$ cat config.mk
export PLATFORM = sky130hd
export DESIGN_NAME = vga_timing_gen
export DESIGN_NICKNAME = d
export VERILOG_FILES = /design/src/rtl/vga_timing_gen.sv
export SDC_FILE = /design/constraint.sdc
export NUM_CORES = 1
export LEC_CHECK = 0
export ABC_CLOCK_PERIOD_IN_PS = 2300
export BUFFER_PORTS_ARGS = -buffer_cell sky130_fd_sc_hd__clkbuf_2
export CAP_MARGIN = 20
export CORE_ASPECT_RATIO = 2
export CORE_MARGIN = 2
export CORE_UTILIZATION = 50
export DETAILED_ROUTE_END_ITERATION = 10
export GPL_TIMING_DRIVEN = 0
export PLACE_DENSITY = 0.78
export SETUP_SLACK_MARGIN = 0.3
export SLEW_MARGIN = 20
export SYNTH_ARGS = -nofsm -noshare
export SYNTH_HDL_FRONTEND = slang
export SYNTH_SLANG_ARGS = --single-unit
$ cat constraint.sdc
create_clock -name ref_clk -period 2.3 [get_ports ref_clk]
set_input_delay 0 -clock ref_clk [delete_from_list [all_inputs] [get_ports ref_clk]]
set_output_delay 0 -clock ref_clk [all_outputs]
set_load 0.03 [all_outputs]
$ cat src/rtl/vga_timing_gen.sv
// vga_timing_gen: VGA timing generator with pixel prescaler and a sync/blank pipeline aligned to image logic.
// Optional 8-bar test pattern on r,g,b when VGA_TEST_PATTERN_EN is defined.
module vga_timing_gen #(
    parameter int H_ACTIVE = 640,
    parameter int H_FP     = 16,
    parameter int H_SYN    = 96,
    parameter int H_BP     = 48,
    parameter int V_ACTIVE = 480,
    parameter int V_FP     = 10,
    parameter int V_SYN    = 2,
    parameter int V_BP     = 33,
    parameter bit H_POL    = 1'b0,
    parameter bit V_POL    = 1'b0,
    parameter int CLK_DIV  = 2,
    parameter int PIPE_DLY = 2,
    parameter int CW       = 10
) (
    input  logic          ref_clk,
    input  logic          rst,
    input  logic          en,
    input  logic [23:0]   rgb_in,
`ifdef VGA_TEST_PATTERN_EN
    input  logic          pat_sel,
`endif
    output logic          vga_clk,
    output logic          pix_ce,
    output logic [CW-1:0] x,
    output logic [CW-1:0] y,
    output logic          de,
    output logic          line_start,
    output logic          frame_start,
    output logic          h_sync,
    output logic          v_sync,
    output logic          sync_b,
    output logic          blank_b,
    output logic [7:0]    r,
    output logic [7:0]    g,
    output logic [7:0]    b
);
    localparam int H_TOTAL = H_ACTIVE + H_FP + H_SYN + H_BP;
    localparam int V_TOTAL = V_ACTIVE + V_FP + V_SYN + V_BP;
    localparam int DW      = $clog2(CLK_DIV);
`ifdef VGA_TEST_PATTERN_EN
    localparam int PW      = 3 + CW;
`else
    localparam int PW      = 3;
`endif

    logic [DW-1:0] r_div;
    logic [DW-1:0] w_div_nxt;
    logic          r_vga_clk;
    logic          w_pix_ce;
    logic [CW-1:0] r_x;
    logic [CW-1:0] r_y;
    logic          w_x_end;
    logic          w_y_end;
    logic          w_hs;
    logic          w_vs;
    logic          w_de;
    logic [PW-1:0] w_dec;
    logic [PW-1:0] w_tap;
    logic [23:0]   w_src;
    logic          r_hsync;
    logic          r_vsync;
    logic          r_syncb;
    logic          r_blankb;
    logic [23:0]   r_rgb;

    assign w_pix_ce  = r_div == DW'(CLK_DIV - 1);
    assign w_div_nxt = w_pix_ce ? '0 : r_div + 1'b1;

    always_ff @(posedge ref_clk or negedge rst) begin
        if (!rst) begin
            r_div     <= '0;
            r_vga_clk <= 1'b0;
        end else begin
            r_div     <= w_div_nxt;
            r_vga_clk <= w_div_nxt < DW'(CLK_DIV / 2);
        end
    end

    assign w_x_end = r_x == CW'(H_TOTAL - 1);
    assign w_y_end = r_y == CW'(V_TOTAL - 1);

    always_ff @(posedge ref_clk or negedge rst) begin
        if (!rst) begin
            r_x <= '0;
            r_y <= '0;
        end else if (!en) begin
            r_x <= '0;
            r_y <= '0;
        end else if (w_pix_ce) begin
            r_x <= w_x_end ? '0 : r_x + 1'b1;
            if (w_x_end)
                r_y <= w_y_end ? '0 : r_y + 1'b1;
        end
    end

    assign w_hs = (r_x >= CW'(H_ACTIVE + H_FP)) && (r_x < CW'(H_ACTIVE + H_FP + H_SYN));
    assign w_vs = (r_y >= CW'(V_ACTIVE + V_FP)) && (r_y < CW'(V_ACTIVE + V_FP + V_SYN));
    assign w_de = (r_x < CW'(H_ACTIVE)) && (r_y < CW'(V_ACTIVE));
`ifdef VGA_TEST_PATTERN_EN
    assign w_dec = {r_x, w_hs, w_vs, w_de};
`else
    assign w_dec = {w_hs, w_vs, w_de};
`endif

    // All-zero stage contents mean hs/vs/de inactive, so a flush is just a clear.
    generate
        if (PIPE_DLY == 0) begin : g_nodly
            assign w_tap = w_dec;
        end else begin : g_dly
            logic [PW-1:0] r_sr [PIPE_DLY];
            always_ff @(posedge ref_clk or negedge rst) begin
                if (!rst) begin
                    for (int i = 0; i < PIPE_DLY; i++) r_sr[i] <= '0;
                end else if (!en) begin
                    for (int i = 0; i < PIPE_DLY; i++) r_sr[i] <= '0;
                end else if (w_pix_ce) begin
                    r_sr[0] <= w_dec;
                    for (int i = 1; i < PIPE_DLY; i++) r_sr[i] <= r_sr[i-1];
                end
            end
            assign w_tap = r_sr[PIPE_DLY-1];
        end
    endgenerate

`ifdef VGA_TEST_PATTERN_EN
    logic [CW-1:0] w_tx;
    logic [2:0]    w_bar;
    logic [23:0]   w_pat;
    assign w_tx  = w_tap[PW-1:3];
    assign w_bar = 3'({w_tx, 3'b000} / (CW+3)'(H_ACTIVE));
    // Bar colours in order: white, yellow, cyan, green, magenta, red, blue, black.
    assign w_pat = {{8{~w_bar[1]}}, {8{~w_bar[2]}}, {8{~w_bar[0]}}};
    assign w_src = pat_sel ? w_pat : rgb_in;
`else
    assign w_src = rgb_in;
`endif

    always_ff @(posedge ref_clk or negedge rst) begin
        if (!rst) begin
            r_hsync  <= ~H_POL;
            r_vsync  <= ~V_POL;
            r_syncb  <= 1'b1;
            r_blankb <= 1'b0;
            r_rgb    <= '0;
        end else if (!en) begin
            r_hsync  <= ~H_POL;
            r_vsync  <= ~V_POL;
            r_syncb  <= 1'b1;
            r_blankb <= 1'b0;
            r_rgb    <= '0;
        end else if (w_pix_ce) begin
            r_hsync  <= w_tap[2] ~^ H_POL;
            r_vsync  <= w_tap[1] ~^ V_POL;
            r_syncb  <= ~(w_tap[2] | w_tap[1]);
            r_blankb <= w_tap[0];
            r_rgb    <= w_tap[0] ? w_src : '0;
        end
    end

    assign vga_clk     = r_vga_clk;
    assign pix_ce      = w_pix_ce;
    assign x           = r_x;
    assign y           = r_y;
    assign de          = w_de;
    assign line_start  = w_pix_ce & en & (r_x == '0);
    assign frame_start = line_start & (r_y == '0);
    assign h_sync      = r_hsync;
    assign v_sync      = r_vsync;
    assign sync_b      = r_syncb;
    assign blank_b     = r_blankb;
    assign {r, g, b}   = r_rgb;
endmodule

# Word level (Yosys, flattened, before mapping)
# Cells that the tools add are included.
dict set report totals {
  register_bits 56
  input_bits 27
  output_inout_bits 53
  word_cells 59
}
dict set report op_classes {
  addsub 3
  magnitude_cmp 7
  n_eq_ne 4
  n_mux 21
  n_bitwise 7
  n_reduce_logical 6
}
# op n
set op_table {}
lappend op_table {{2-to-1 mux 24 bit} 3}
lappend op_table {{2-to-1 mux 10 bit} 7}
lappend op_table {{adder 10 x 1 -> 10 bit (second input constant)} 2}
lappend op_table {{equality test 10 bit (second input constant)} 2}
lappend op_table {{zero test 10 bit} 2}
lappend op_table {{less-than comparator 10 bit (second input constant)} 2}
lappend op_table {{less-than comparator 10 x 9 -> 1 bit (second input constant)} 2}
lappend op_table {{2-to-1 mux 6 bit} 2}
lappend op_table {{greater-or-equal comparator 10 bit (second input constant)} 1}
lappend op_table {{greater-or-equal comparator 10 x 9 -> 1 bit (second input constant)} 1}
lappend op_table {{2-to-1 mux 1 bit} 9}
lappend op_table {{inequality test 2 x 1 -> 1 bit (second input constant)} 2}
lappend op_table {{bitwise AND 1 bit} 3}
lappend op_table {{logical AND 1 bit} 3}
lappend op_table {{inverter 1 bit} 3}
lappend op_table {{AND reduction 2 bit} 1}
lappend op_table {{adder 1 bit (second input constant)} 1}
lappend op_table {{less-than comparator 1 bit (second input constant)} 1}
lappend op_table {{bitwise OR 1 bit} 1}

# Longest topological paths before layout
dict set report logic_depth {
  ltp_word 5
  depth_mapped 7
}

# Least setup slack after synthesis
# No wires, ideal clock.
dict set report synth_timing {
  path_type {register -> register}
  start {reg r_y[0] (netlist: y[0])}
  end {reg r_y[6] (netlist: y[6])}
  t_arrival_ns 2.013
  setup_slack_ns 0.166
  path_stages_with_launch 7
  period_less_slack_ns 2.134
  cell_sequence {dfrtp_1 inv_1 ha_1 or4b_4 o41ai_4 o21ai_1 a22o_1}
}
dict set report synth_between {
  elab_chain_len 5
  elab_cells_between_ends 6
  cone_classes {add/sub: 1; eq/ne: 1; mux: 4}
}
# item line_no
set synth_rtl {}
lappend synth_rtl {{start, declared} 54} ;# logic [CW-1:0] r_y;
lappend synth_rtl {{start signal, assigned} 95} ;# r_y <= w_y_end ? '0 : r_y + 1'b1;
lappend synth_rtl {{adder 10 x 1 -> 10 bit or equality test 10 bit (tied branches)} {95, 83}}
lappend synth_rtl {{2-to-1 mux 10 bit (*)} 95}
lappend synth_rtl {{2-to-1 mux 10 bit (*)} 94} ;# if (w_x_end)
lappend synth_rtl {{2-to-1 mux 10 bit (*)} 92} ;# end else if (w_pix_ce) begin
lappend synth_rtl {{2-to-1 mux 10 bit (*)} 89} ;# end else if (!en) begin
# Mark *: on every way between the ends. The rest lies on a longest branch, timed or not. The select of a mux whose other input is x is not followed.
# A chain may end at the register's enable or synchronous reset.

# Worst setup path after layout
dict set report layout_timing {
  start {reg r_x[0] (netlist: x[0])}
  end {out frame_start}
}
dict set report layout_between {
  elab_chain_len 3
}
# item line_no
set layout_rtl {}
lappend layout_rtl {{start, declared} 53} ;# logic [CW-1:0] r_x;
lappend layout_rtl {{start signal, assigned} 93} ;# r_x <= w_x_end ? '0 : r_x + 1'b1;
lappend layout_rtl {{zero test 10 bit} 168} ;# assign line_start = w_pix_ce & en & (r_x == '0);
lappend layout_rtl {{bitwise AND 1 bit} 168}
lappend layout_rtl {{bitwise AND 1 bit} 169} ;# assign frame_start = line_start & (r_y == '0);
lappend layout_rtl {{end, declared} 31} ;# output logic frame_start,
# No other way between the ends.

==> impl_metrics.csv <==
group,metric,value,unit
finish,synthToLayoutAreaGrowth,34.80,%
global_route,overflow,0,
clock_tree,cts_buffers,5,
synthesis,synth.distinct_cells,46,
synthesis,synth-seq-cells,56,
pwr,p_leak,1.758,nW
synthesis,synthTopCellsByArea,"dfrtp_1, a22o_1, dfstp_2",
worst_setup_path,cpPeakStageDelay,0.43,ns
die,initial_core_util,0.5130,
synthesis,synth.top_cell.area_share,0.5123,
synthesis,synth_area,0.002589,mm2
worst_setup_path,arrival,1.97,ns
die,die_w,54.88,um
routing,ant_nets,0,
sta,max_clock_freq,507.5,MHz
sta,rsz0062_at_grt,"yes",
hold_path,min_to,"v_sync",
synthesis,ys.warnings.count,0,
worst_setup_path,cp_common_cell,"and3_1",
worst_setup_path,crit_fanout,4,
placed_design,dp_cells,372,
clock_tree,clk_latency,0.32,ns
sta,timing.final.crit_share,0.8568,
synthesis,ys_seq_area_frac,0.5428,
sta,finalHoldViolations,0,
clock_tree,numClockSinks,56,
pwr,vdd_drop_max,0.0006437,V
worst_setup_path,rr_endpoint,"y[2]",
routing,routedWlPerCell,15.72,um
die,coreArea,0.005046,mm2
placed_design,place_area,0.003063,mm2
die,die_h,105.8,um
synthesis,ys.flop_type,"dfrtp_1",
global_route,first_global_vias,2335,
global_route,grt_antenna_before_repair,0,
synthesis,synthArstFlopShare,1.000,
finish,postLayoutCellArea,0.003490,mm2
clock_tree,cts.path.max_buffers,2,
synthesis,syn-num-nets,267,
routing,drt_drc_violations_left,0,
hold_path,hp-class,"input port to flop",
finish,antennaDiodeCount,0,
die,fp-row-count,37,
synthesis,syn_avg_cell_area,11.02,um2
routing,first_pass_iters,4,
die,dieArea,0.005804,mm2
flow_run,cap_viol_max_count,0,
sta,drv_slew,0,
routing,via_per_inst,5.742,
sta,worstMarginPinSlew,0.7529,ns
hold_path,min_path_cells,3,
worst_setup_path,rr_worst_depth,5,
finish,instances_no_fill,411,
pwr,finalPower,0.001784,W
global_route,grtUsageTotal,0.2391,
clock_tree,tritoncts,"built",
hold_path,worstHoldStart,"en",
placed_design,hpwl,4293,um
sta,finClkSkew,0.007717,ns
synthesis,synthCells,235,
finish,nets,384,
routing,routed_wl,6460,um
synthesis,synthTopCellsByCount,"dfrtp_1, a22o_1, nand2_1",
synthesis,synth_edf_count,0,
routing,num_vias,2360,
worst_setup_path,crit_path_end_kind,"primary output",
placed_design,gpl.final_weighted_congestion,0.8321,
routing,drt_iter0_drc,79,
global_route,grt_pass1_wl,10440,um
worst_setup_path,crit_required,2.30,ns
synthesis,synth_most_common_cell,"dfrtp_1",
worst_setup_path,start_kind,"flop",
worst_setup_path,r2r_start,"x[1]",
clock_tree,root_buffer,"clkbuf_8",
clock_tree,h-tree-depth,2,
sta,relSlewSlack,0.4981,
die,pin_count,80,
synthesis,yosysTopAreaCell,"dfrtp_1",
worst_setup_path,crit_chain,"buf_4, inv_1, ha_1, nor4b_1, and3_1, and3_1, clkbuf_2",
worst_setup_path,crit_type,"flop to primary output",
clock_tree,path_clk_slew,0.10,ns
worst_setup_path,worst_path_max_delay_cell,"dfrtp_1",
sta,holdWs,0.08195,ns
sta,period_needed,1.971,ns
pwr,power_density,511.2,mW/mm2
worst_setup_path,r2r_slack,0.35,ns
sta,setup_tns,0,ns
placed_design,io_buffer_count,79,
sta,report.final.setup_viol,0,
status,outcome,"completed",
finish,drive_gt1_frac,0.3229,
global_route,grt_max_degree,57,
## final cells by class
| class | instances | area, um2 |
|---|---|---|
| flip-flops and latches | 56 | 1409 |
| fillers | 389 | 1556 |
| inverters | 7 | 26.28 |
| repair buffers | 110 | 696.9 |
| multi-input cells | 157 | 1109 |
| clock buffers | 6 | 72.57 |
| well taps | 58 | 72.57 |
| clock inverters | 2 | 38.79 |
| plain buffers | 15 | 65.06 |
## worst max path at each step
| stage | from | end |
|---|---|---|
| 6_report | x[0] | frame_start |
| 5_1_grt | x[0] | frame_start |
| 4_1_cts | x[1] | y[3] |
| 3_5_place_dp | y[0] | y[7] |
| 3_3_place_gp | y[0] | y[6] |
| 2_1_floorplan | y[0] | y[6] |
## state kept, by name, summed over array words and instances (netlist names)
register,count
w_tap,3
vga_clk,1
x,10
g_dly.r_sr,3
v_sync,1
h_sync,1
blank_b,1
r_rgb,24
sync_b,1
pix_ce,1
y,10
## through the flow
step | util | setup slack, ns
4_1_cts | 0.6849 | 0.3026
3_5_place_dp | 0.6070 | 0.1606
3_3_place_gp | 0.6065 | 0.2233
2_1_floorplan | - | 0.3045
6_report | 0.6915 | 0.3294
5_1_grt | 0.6915 | 0.2047
## cell usage in the layout, fill, tap and decap left out, drive strengths merged, types with 4 or more instances in the layout
master	netlist	layout
o21ai	14	14
mux2i	4	4
nand4	5	5
inv	7	8
clkbuf	11	96
dfrtp	53	53
dlygate4sd3	0	25
a22o	28	28
ha	5	5
buf	4	10
nand2	15	15
nor2	13	13
nand3	8	8
or3	5	5
a21oi	6	6
nor3	6	6
and3	7	7
nor4	4	4
## timing repair
action	CTS	global route
pin swaps	1	4
endpoints found under the setup margin	10	11
endpoints found under the hold margin	77	0
setup buffers	3	3
gates resized for setup	4	4
hold buffers	25	0
## worst max-delay path, delay by kind of cell (launching register included)
kind / cells / cell delay (ns)
buffers and inverters: 3 / 0.43
and+or+nand+nor: 3 / 0.64
DFF: 1 / 0.43
adders and majority gates: 1 / 0.15
## power breakdown
group / switching, W / internal (W)
registers: 0.00000415 / 0.000990
clock network: 0.000318 / 0.000329
logic: 0.0000750 / 0.0000676
total: 0.000397 / 0.00139
## routing by layer
layer  GRT usage  vias to the layer above  routed length (um)
met5           0                        -                   0
met4     0.07500                        0                 108
met3     0.04958                       12                 321
met2      0.3784                       84                3382
met1      0.3187                     1155                2648
li1            -                     1109                   -
## kinds of logic (layout without fill, tap and decap cells)
| logic type | Yosys count | after routing | share of synthesized area |
|---|---|---|---|
| fa+ha+maj | 5 | 5 | 0.02417 |
| buf+inv | 22 | 140 | 0.03384 |
| simple gates | 81 | 81 | 0.1793 |
| compound gates | 63 | 63 | 0.1909 |
| flops | 56 | 56 | 0.5428 |
| xor+xnor | 4 | 4 | 0.01354 |
| mux | 4 | 4 | 0.01547 |
Power figures use the tool's default switching activity.
